$ cat src/rtl/i2c_pkg.sv
// Shared types and constants for the I2C register writer: FSM states,
// quarter-phase indices and the frame-length helper.
package i2c_pkg;

  typedef enum logic [2:0] {
    IDLE,
    START,
    BIT,
    ACK,
    STOP,
    DONE
  } state_t;

  localparam logic [1:0] Q0 = 2'd0;
  localparam logic [1:0] Q1 = 2'd1;
  localparam logic [1:0] Q2 = 2'd2;
  localparam logic [1:0] Q3 = 2'd3;

  localparam logic W_BIT = 1'b0;

  // Bytes per attempt: address byte, register bytes, data bytes.
  function automatic int frame_bytes(input int reg_bytes, input int data_bytes);
    return 1 + reg_bytes + data_bytes;
  endfunction

endpackage

$ cat src/rtl/i2c_reg_writer_if.sv
// Request/status and open-drain pad signals of the I2C register writer.
// "master" is the writer itself; "slave" is the requester and pad side.
interface i2c_reg_writer_if #(
  parameter int REG_BYTES  = 1,
  parameter int DATA_BYTES = 1
);

  logic                    start;
  logic [6:0]              dev_addr;
  logic [8*REG_BYTES-1:0]  reg_addr;
  logic [8*DATA_BYTES-1:0] wdata;
  logic                    busy;
  logic                    done;
  logic                    error;
  logic                    scl_oe;
  logic                    sda_oe;
  logic                    sda_in;

  modport master (
    input  start, dev_addr, reg_addr, wdata, sda_in,
    output busy, done, error, scl_oe, sda_oe
  );

  modport slave (
    output start, dev_addr, reg_addr, wdata, sda_in,
    input  busy, done, error, scl_oe, sda_oe
  );

endinterface

$ cat src/rtl/i2c_qtick.sv
// Quarter-period timebase: one-cycle tick every CLK_DIV cycles and a
// free-wrapping 2-bit quarter index, both parked at zero while held.
module i2c_qtick #(
  parameter int CLK_DIV = 125
) (
  input  logic       sys_clk,
  input  logic       rst,
  input  logic       hold,
  output logic       tick,
  output logic [1:0] quarter
);

  localparam int CW = $clog2(CLK_DIV);

  logic [CW-1:0] cnt_reg;
  logic [1:0]    quarter_reg;

  assign tick    = !hold && (cnt_reg == CW'(CLK_DIV - 1));
  assign quarter = quarter_reg;

  always_ff @(posedge sys_clk or posedge rst) begin
    if (rst) begin
      cnt_reg     <= '0;
      quarter_reg <= 2'd0;
    end else if (hold) begin
      cnt_reg     <= '0;
      quarter_reg <= 2'd0;
    end else if (tick) begin
      cnt_reg     <= '0;
      quarter_reg <= quarter_reg + 2'd1;
    end else begin
      cnt_reg     <= cnt_reg + CW'(1);
    end
  end

endmodule

$ cat src/rtl/i2c_reg_writer.sv
// I2C master that writes one register: START, address+W, register bytes,
// data bytes, STOP; checks every ACK and retries the whole frame on NACK.
module i2c_reg_writer
  import i2c_pkg::*;
#(
  parameter int CLK_DIV     = 125,
  parameter int REG_BYTES   = 1,
  parameter int DATA_BYTES  = 1,
  parameter int MAX_RETRIES = 2
) (
  input  logic               sys_clk,
  input  logic               rst,
  i2c_reg_writer_if.master   bus
);

  localparam int N  = frame_bytes(REG_BYTES, DATA_BYTES);
  localparam int IW = $clog2(N);

  state_t        state_reg, state_next;
  logic [2:0]    bit_cnt_reg, bit_cnt_next;
  logic [IW-1:0] byte_idx_reg, byte_idx_next;
  logic [2:0]    retry_reg, retry_next;
  logic          nack_reg, nack_next;
  logic          error_reg, error_next;

  logic [7:0]    frame_in  [N];
  logic [7:0]    frame_reg [N];

  logic          tick;
  logic [1:0]    quarter;
  logic          qhold;
  logic          phase_end;
  logic          accept;
  logic          last_byte;
  logic          cur_bit;
  logic          scl_oe_c;
  logic          sda_oe_c;

  // Frame laid out in transmit order; multi-byte fields go MSB first.
  assign frame_in[0] = {bus.dev_addr, W_BIT};

  generate
    for (genvar gi = 0; gi < REG_BYTES; gi++) begin : g_reg_bytes
      assign frame_in[1 + gi] = bus.reg_addr[8*(REG_BYTES-1-gi) +: 8];
    end
    for (genvar gi = 0; gi < DATA_BYTES; gi++) begin : g_data_bytes
      assign frame_in[1 + REG_BYTES + gi] = bus.wdata[8*(DATA_BYTES-1-gi) +: 8];
    end
  endgenerate

  always_ff @(posedge sys_clk) begin
    if (accept) begin
      frame_reg <= frame_in;
    end
  end

  // Timebase restarts from zero so START always gets full quarters.
  assign qhold = (state_reg == IDLE) || (state_reg == DONE);

  i2c_qtick #(
    .CLK_DIV (CLK_DIV)
  ) u_qtick (
    .sys_clk (sys_clk),
    .rst     (rst),
    .hold    (qhold),
    .tick    (tick),
    .quarter (quarter)
  );

  assign phase_end = tick && (quarter == Q3);
  assign accept    = (state_reg == IDLE) && bus.start;
  assign last_byte = (byte_idx_reg == IW'(N - 1));
  assign cur_bit   = frame_reg[byte_idx_reg][3'd7 - bit_cnt_reg];

  always_ff @(posedge sys_clk or posedge rst) begin
    if (rst) begin
      state_reg    <= IDLE;
      bit_cnt_reg  <= 3'd0;
      byte_idx_reg <= '0;
      retry_reg    <= 3'd0;
      nack_reg     <= 1'b0;
      error_reg    <= 1'b0;
    end else begin
      state_reg    <= state_next;
      bit_cnt_reg  <= bit_cnt_next;
      byte_idx_reg <= byte_idx_next;
      retry_reg    <= retry_next;
      nack_reg     <= nack_next;
      error_reg    <= error_next;
    end
  end

  always_comb begin
    state_next    = state_reg;
    bit_cnt_next  = bit_cnt_reg;
    byte_idx_next = byte_idx_reg;
    retry_next    = retry_reg;
    nack_next     = nack_reg;
    error_next    = error_reg;

    case (state_reg)
      IDLE: begin
        if (bus.start) begin
          state_next    = START;
          bit_cnt_next  = 3'd0;
          byte_idx_next = '0;
          retry_next    = 3'd0;
          nack_next     = 1'b0;
          error_next    = 1'b0;
        end
      end
      START: begin
        if (phase_end) begin
          state_next = BIT;
        end
      end
      BIT: begin
        if (phase_end) begin
          bit_cnt_next = bit_cnt_reg + 3'd1;
          if (bit_cnt_reg == 3'd7) begin
            state_next = ACK;
          end
        end
      end
      ACK: begin
        // Sample on the last cycle of the SCL-high third quarter.
        if (tick && (quarter == Q2)) begin
          nack_next = bus.sda_in;
        end
        if (phase_end) begin
          if (nack_reg || last_byte) begin
            state_next = STOP;
          end else begin
            state_next    = BIT;
            byte_idx_next = byte_idx_reg + IW'(1);
          end
        end
      end
      STOP: begin
        if (phase_end) begin
          if (nack_reg && (retry_reg < 3'(MAX_RETRIES))) begin
            state_next    = START;
            retry_next    = retry_reg + 3'd1;
            byte_idx_next = '0;
            bit_cnt_next  = 3'd0;
            nack_next     = 1'b0;
          end else begin
            state_next = DONE;
            error_next = nack_reg;
          end
        end
      end
      DONE: begin
        state_next = IDLE;
      end
      default: begin
        state_next = IDLE;
      end
    endcase
  end

  // Pad enables decoded from state and quarter; every bit is low, low, high, high.
  always_comb begin
    scl_oe_c = 1'b0;
    sda_oe_c = 1'b0;
    case (state_reg)
      START: begin
        case (quarter)
          Q0:      begin scl_oe_c = 1'b0; sda_oe_c = 1'b0; end
          Q1:      begin scl_oe_c = 1'b0; sda_oe_c = 1'b1; end
          default: begin scl_oe_c = 1'b1; sda_oe_c = 1'b1; end
        endcase
      end
      BIT: begin
        scl_oe_c = ~quarter[1];
        sda_oe_c = ~cur_bit;
      end
      ACK: begin
        scl_oe_c = ~quarter[1];
        sda_oe_c = 1'b0;
      end
      STOP: begin
        case (quarter)
          Q0, Q1:  begin scl_oe_c = 1'b1; sda_oe_c = 1'b1; end
          Q2:      begin scl_oe_c = 1'b0; sda_oe_c = 1'b1; end
          Q3:      begin scl_oe_c = 1'b0; sda_oe_c = 1'b0; end
          default: begin scl_oe_c = 1'b0; sda_oe_c = 1'b0; end
        endcase
      end
      default: begin
        scl_oe_c = 1'b0;
        sda_oe_c = 1'b0;
      end
    endcase
  end

  assign bus.scl_oe = scl_oe_c;
  assign bus.sda_oe = sda_oe_c;
  assign bus.busy   = (state_reg == START) || (state_reg == BIT) ||
                      (state_reg == ACK)   || (state_reg == STOP);
  assign bus.done   = (state_reg == DONE);
  assign bus.error  = error_reg;

endmodule

$ cat src/flat_wrapper.sv
// flat-port wrapper written by rule: the top's interface ports become plain ports
module i2c_reg_writer_flat import i2c_pkg::*;
#(
  parameter int CLK_DIV     = 125,
  parameter int REG_BYTES   = 1,
  parameter int DATA_BYTES  = 1,
  parameter int MAX_RETRIES = 2
)
  (sys_clk, rst, bus_start, bus_dev_addr, bus_reg_addr, bus_wdata, bus_sda_in, bus_busy, bus_done, bus_error, bus_scl_oe, bus_sda_oe);
  i2c_reg_writer_if #(.REG_BYTES(REG_BYTES), .DATA_BYTES(DATA_BYTES)) bus_i ();
  input  logic sys_clk;
  input  logic rst;
  input wire logic [$bits(bus_i.start)-1:0] bus_start;
  input wire logic [$bits(bus_i.dev_addr)-1:0] bus_dev_addr;
  input wire logic [$bits(bus_i.reg_addr)-1:0] bus_reg_addr;
  input wire logic [$bits(bus_i.wdata)-1:0] bus_wdata;
  input wire logic [$bits(bus_i.sda_in)-1:0] bus_sda_in;
  output wire logic [$bits(bus_i.busy)-1:0] bus_busy;
  output wire logic [$bits(bus_i.done)-1:0] bus_done;
  output wire logic [$bits(bus_i.error)-1:0] bus_error;
  output wire logic [$bits(bus_i.scl_oe)-1:0] bus_scl_oe;
  output wire logic [$bits(bus_i.sda_oe)-1:0] bus_sda_oe;
  assign bus_i.start = bus_start;
  assign bus_i.dev_addr = bus_dev_addr;
  assign bus_i.reg_addr = bus_reg_addr;
  assign bus_i.wdata = bus_wdata;
  assign bus_i.sda_in = bus_sda_in;
  assign bus_busy = bus_i.busy;
  assign bus_done = bus_i.done;
  assign bus_error = bus_i.error;
  assign bus_scl_oe = bus_i.scl_oe;
  assign bus_sda_oe = bus_i.sda_oe;
  i2c_reg_writer #(.CLK_DIV(CLK_DIV), .REG_BYTES(REG_BYTES), .DATA_BYTES(DATA_BYTES), .MAX_RETRIES(MAX_RETRIES)) u_core (.sys_clk(sys_clk), .rst(rst), .bus(bus_i));
endmodule
$ cat config.mk
export PLATFORM = sky130hd
export DESIGN_NAME = i2c_reg_writer_flat
export DESIGN_NICKNAME = d
export VERILOG_FILES = /design/src/rtl/i2c_pkg.sv /design/src/rtl/i2c_reg_writer_if.sv /design/src/rtl/i2c_qtick.sv /design/src/rtl/i2c_reg_writer.sv /design/src/flat_wrapper.sv
export SDC_FILE = /design/constraint.sdc
export NUM_CORES = 1
export LEC_CHECK = 0
export ABC_AREA = 1
export CAP_MARGIN = 10
export CORE_MARGIN = 2
export CORE_UTILIZATION = 54
export CTS_CLUSTER_DIAMETER = 40
export CTS_CLUSTER_SIZE = 24
export DETAILED_ROUTE_END_ITERATION = 6
export PLACE_DENSITY = 0.79
export SLEW_MARGIN = 20
export SYNTH_ARGS = -nofsm -noshare
export SYNTH_HDL_FRONTEND = slang
export SYNTH_HIERARCHICAL = 1
export SYNTH_SLANG_ARGS = --single-unit
$ cat constraint.sdc
create_clock -name sys_clk -period 3.1 [get_ports sys_clk]
set_clock_uncertainty 0.1 [all_clocks]
set_input_delay 0.31 -clock sys_clk [delete_from_list [all_inputs] [get_ports sys_clk]]
set_output_delay 0.31 -clock sys_clk [all_outputs]
set_load 0.1 [all_outputs]
==> After elaboration in Yosys (flattened, before gate mapping) <==
Index checks and enable logic that the tools add are counted.
{ "word_totals": {"register_bits": 45, "input_bits": 27, "out_inout_bits": 5, "elab_cells": 117} }
{ "op_classes": {"addsub": 6, "order_cmp": 3, "eq_ne": 21, "mux": 46, "n_bitwise": 3, "reduce_logical": 27} }
{ "ops": {"columns": ["operator", "n"], "rows": [
  ["$mux W3", 14],
  ["$bmux W8 S2", 1],
  ["$mux W8", 2],
  ["$pmux W3 S5", 1],
  ["$mux W2", 7],
  ["$mux W7", 2],
  ["$ne A2 B1 Y1 const B", 7],
  ["$reduce_and A6 Y1", 2],
  ["$reduce_and A5 Y1", 2],
  ["$eq A3 B3 Y1 const B", 3],
  ["$mux W1", 9],
  ["$pmux W1 S3", 3],
  ["$pmux W3 S3", 1],
  ["$reduce_and A4 Y1", 2],
  ["$add A7 B1 Y7 const B", 1],
  ["$eq A7 B7 Y1 const B", 1],
  ["$add A3 B1 Y3 const B", 2],
  ["$eq A2 B2 Y1 const B", 3],
  ["$eq A3 B2 Y1 const B", 2],
  ["$ne A2 B2 Y1 const B", 3],
  ["$pmux W1 S2", 3],
  ["$pmux W2 S3", 1],
  ["$pmux W3 S2", 1],
  ["$reduce_bool A3 Y1", 2],
  ["other kinds (18)", 31]
]} }

==> Depth between registers and ports, before layout <==
{ "depth": {"ltp_word": 8, "mapped_depth": 11, "ltp_nobuf": 11} }

==> Hierarchy <==
The synthesis kept the hierarchy.
{ "modules_own_cells": {"columns": ["mod", "n_inst", "cells_each", "area_each_um2", "seq_area_each_um2"], "rows": [
  ["i2c_reg_writer", 1, 201, 1833.0, 1016.0],
  ["i2c_qtick", 1, 57, 471.7, 225.2]
]} }

==> Worst setup path before layout <==
No wires, ideal clock.
{ "synth_timing": {"kind": "register to output", "start": "register u_core.state_reg[2]", "end": "output port bus_scl_oe", "arrival_ns": 2.842, "t_required_ns": 2.690, "path_slack_ns": -0.152, "stages_incl_launch_ff": 4, "n_path_buf": 0, "cell_sequence": "dfrtp_1 inv_2 nand3_1 o21ai_0"} }
{ "synth_via": {"elab_chain_cells": 3, "word_cells_on_any_way": 6, "cone_classes": "eq/ne: 4; mux: 1; reduce/logical: 1"} }
{ "synth_rtl": {"columns": ["item", "line", "rtl"], "rows": [
  ["start: declaration", "i2c_reg_writer.sv:19", "state_t state_reg, state_next;"],
  ["start signal: assignment", "i2c_reg_writer.sv:84", "state_reg <= state_next;"],
  ["$eq A3 B2 Y1", "i2c_reg_writer.sv:166", "case (state_reg)"],
  ["$reduce_or A2 Y1 (no line)", null, null],
  ["$pmux W1 S3 *", "i2c_reg_writer.sv:166", null],
  ["end: declaration", "flat_wrapper.sv:21", "output wire logic [$bits(bus_i.scl_oe)-1:0] bus_scl_oe;"]
]} }
Every way passes the cells marked *; elsewhere a longest branch is shown, timed or not.

==> Final worst setup path <==
{ "layout_timing": {"start": "register u_core.bit_cnt_reg[0]", "end": "output port bus_sda_oe"} }
{ "layout_via": {"elab_chain_cells": 5} }
{ "layout_rtl": {"columns": ["item", "line", "rtl"], "rows": [
  ["start: declaration", "i2c_reg_writer.sv:20", "logic [2:0] bit_cnt_reg, bit_cnt_next;"],
  ["start signal: assignment", "i2c_reg_writer.sv:85", "bit_cnt_reg <= bit_cnt_next;"],
  ["$sub A3 B3 Y3", "i2c_reg_writer.sv:73", "assign cur_bit = frame_reg[byte_idx_reg][3'd7 - bit_cnt_reg];"],
  ["$bmux W1 S3", "i2c_reg_writer.sv:73", null],
  ["$mux W1 (not written as such)", "i2c_reg_writer.sv:73", null],
  ["$not A1 Y1", "i2c_reg_writer.sv:176", "sda_oe_c = ~cur_bit;"],
  ["$pmux W1 S3", "i2c_reg_writer.sv:166", null],
  ["end: declaration", "flat_wrapper.sv:22", "output wire logic [$bits(bus_i.sda_oe)-1:0] bus_sda_oe;"]
]} }
No other way between the ends. The select of a mux whose other input is x is not followed.

==> impl_results.md <==
- Setup TNS: 0 ps
- Tightest Pin Transition: 580 ps
- Synth warn: 6
- Mean area per synthesized cell: 8.93 um^2
- NumNets Final: 328
- Crit path cell chain: inv_2 > or2_2 > nand2_1 > nand2_1 > nand3_1 > nand2_1 > nand2_1 > nand3_1 > nand2_1 > buf_4
- Final Hold Viols: 0
- Pre-CTS WS: 804 ps
- Lkg Pwr: ~1.2 nW
- Crit path max fanout: 14
- CP Class: reg -> out
- Clk root buf: clkbuf_8
- Cell count after synthesis: 258
- RSZ-0062 raised after global routing: no
- Syn nets: 291
- Initial Utilization: between 50% and 60%
- CTS tree: done
- Post-CTS Resized: 0
- Met1 Track Usage GR: 26.7%
- TritonCTS Buffers: 5
- Maxcap violations: 0
- Status: finished clean
- Post-synth EDFFs: 23
- Top FF cell, synth: edfxtp_1
- Netlist Area Pre-Place: 0.00230 mm^2
- F_max: approximately 380 MHz
- # IOs: 32
- I/O Buffers: 31
- Antenna violations before repair: 0
- Critical path's slowest cell: dfrtp_1
- Die width: 69.3 um
- RePlAce Congestion: 0.841
- Cell-internal power: 1.32 mW
- Largest net degree at the start of global routing: 24
- CTS clock-pin slew for the worst setup and hold paths: 80 ps
- WHS: 202 ps
- Die Height: 69.3 um
- Final setup margin: 480 ps
- Crit path buffers/inverters: 2
- Flops & latches, synth: 45
- Vias per cell: 5.12
- Post-DP Area: roughly 0.0027 mm^2
- Met3 Use GR: 5.09%
- Main area contributors after synthesis: edfxtp_1, dfrtp_1, nand2_1
- Critical Path Sink Type: output pin
- Psw: 1.03 mW
- First-pass GRT wire length: between 7000 and 8000 um
- Placed instance count: 338
- Critical path arrival: approximately 2200 ps
- TritonRoute pass-1 iters: 4
- HP Class: in -> async
- CP delay by family, top: simple AND/OR/NAND/NOR gates
- Startpoint types: flop
- DR iter-0 viols: 107
- Cell mode on critical path: nand2_1
- Combinational fraction of design power: approximately 44%
- Largest stage delay, worst path: roughly 670 ps
- DRC Markers: 0
- Tmin final: 2620 ps
- Slew Limit Fails: 0
- Fin cells: 346
- Core Rows: 23
- VDD IR-drop max: 0.494 mV
- Gr ovfl total: 0
- Post-detailed-route count of antenna-violating nets: 0
- Post-synthesis cell type count: 27
- CTS Hold Bufs: 0
- DRT Wirelength: 4230 um
- Largest register FFs: 23
- Die ar.: 0.00481 mm^2
- Pwr Density: 847 mW/mm^2
- Core area: 0.00406 mm^2
- Yosys top cell by area: edfxtp_1
- CTS max path bufs: 2
- Vias in the first global route: 1696
- Layout cell share with drive strength beyond 1: between 10% and 20%
- DPL Wire Length: 3190 um
- Post-synth ARST share: 48.9%
- Routed via count: 1773
- GR peak layer: met2
- Post-CTS Setup Inserts: 0
- Synth top area share: about 30%
- Num Clock Sinks: 45
- Met2 Use GR: 31.2%
- Slew margin rel.: 60.9%
- R2R Setup Slk: about 850 ps
- Post-synthesis sequential area ratio: 53.9%
- CP required: 2690 ps
- Ant diodes: 0
- # setup viols final: 0
- Design Area, Final: 0.00278 mm^2
- Clk pwr share: 18.6%
- Wire per inst: 12.2 um
- Period utilization: 84.5%
- Area grow syn2layout: 20.5%
- Switching Fraction: 44.0%
- Flop pwr share: between 30 and 40%
- Worst-Skew Late Latency: roughly 290 ps
- Total global-route track usage: between 10% and 20%
- H-tree levels: 2
[logic make-up (layout without fill, tap and decap cells)]
family	Yosys count	after routing	share of synthesized area, %
DFF	45	45	53.9
adders and majority gates	6	6	3.26
AOI/OAI and AO/OA	24	24	5.38
xor gates and xnor gates	4	4	1.52
buffers and inverters	34	72	5.97
and+or+nand+nor	145	145	30.0
[cell type report]
cell class                 instances  area, um^2
clock inverter                     2        38.8
multi-input combinational        179         928
fill                             334        1280
timing repair buffer              32         305
inverter                          32         128
clock buffer                       6        72.6
tap                               50        62.6
sequential                        45        1240
[per-stage QoR]
| stage | util, % | total power, mW |
|---|---|---|
| floorplan | - | 1.68 |
| global placement | 65.7 | 1.91 |
| detailed placement | 65.7 | 1.92 |
| CTS | 68.4 | 2.37 |
| global route | 68.4 | 2.52 |
| finish | 68.4 | 2.35 |
[synth_stat cells, types with 2 or more instances]
cell and number:
nand2_2 5, xor2_1 2, ha_1 6, nand3_1 30, nor2_1 34, nand3_2 3
a21oi_1 6, inv_4 3, edfxtp_1 23, inv_2 3, nand2_1 58, dfrtp_1 22
nor2_4 5, or2_2 3, o21ai_1 8, inv_1 26, nor2_2 2, xnor2_1 2
o21ai_0 8, buf_2 2
[final timing paths]
path | from | end | depth (start not counted)
min in group sys_clk | u_core/u_qtick/cnt_reg[0]$_DFF_PP0_ | u_core/u_qtick/cnt_reg[0]$_DFF_PP0_ | 1
max reg2reg | u_core/state_reg[1]$_DFFE_PP0P_ | u_core/byte_idx_reg[1]$_DFFE_PP0P_ | 11
min reg2reg | u_core/u_qtick/cnt_reg[0]$_DFF_PP0_ | u_core/u_qtick/cnt_reg[0]$_DFF_PP0_ | 1
max | u_core/bit_cnt_reg[0]$_DFFE_PP0P_ | bus_sda_oe | 10
max in group asynchronous | rst | u_core/bit_cnt_reg[0]$_DFFE_PP0P_ | 2
min | rst | u_core/u_qtick/cnt_reg[2]$_DFF_PP0_ | 2
[metal layers]
layer	share of wire, %	routed length (um)
met5	0	0
met4	1.3	54
met3	4.9	207
met2	48	2030
met1	46	1940
[cells in the final DEF, fill, tap and decap left out, types with 3 or more instances in the layout]
| master | count |
|---|---|
| a21oi_1 | 6 |
| inv_2 | 3 |
| o21ai_1 | 9 |
| or2_2 | 3 |
| inv_1 | 26 |
| inv_4 | 3 |
| nor2_2 | 3 |
| nand2_1 | 58 |
| o21ai_0 | 7 |
| nand2_2 | 5 |
| dfrtp_1 | 22 |
| ha_1 | 6 |
| nor2_4 | 5 |
| nand3_1 | 30 |
| edfxtp_1 | 23 |
| clkdlybuf4s50_1 | 26 |
| nor2_1 | 33 |
| buf_4 | 6 |
| nand3_2 | 3 |
| clkbuf_8 | 5 |
[power by group through the flow]
| stage | Sequential [mW] | Combinational (mW) | Clock (mW) |
|---|---|---|---|
| 6_report | 0.875 | 1.04 | 0.438 |
| 4_1_cts | 0.874 | 1.04 | 0.449 |
| 3_3_place_gp | 0.882 | 1.02 | 0 |
| 2_1_floorplan | 0.848 | 0.836 | 0 |
| 3_5_place_dp | 0.886 | 1.04 | 0 |
| 5_1_grt | 0.892 | 1.15 | 0.480 |
(Power assumes the default switching activity.)
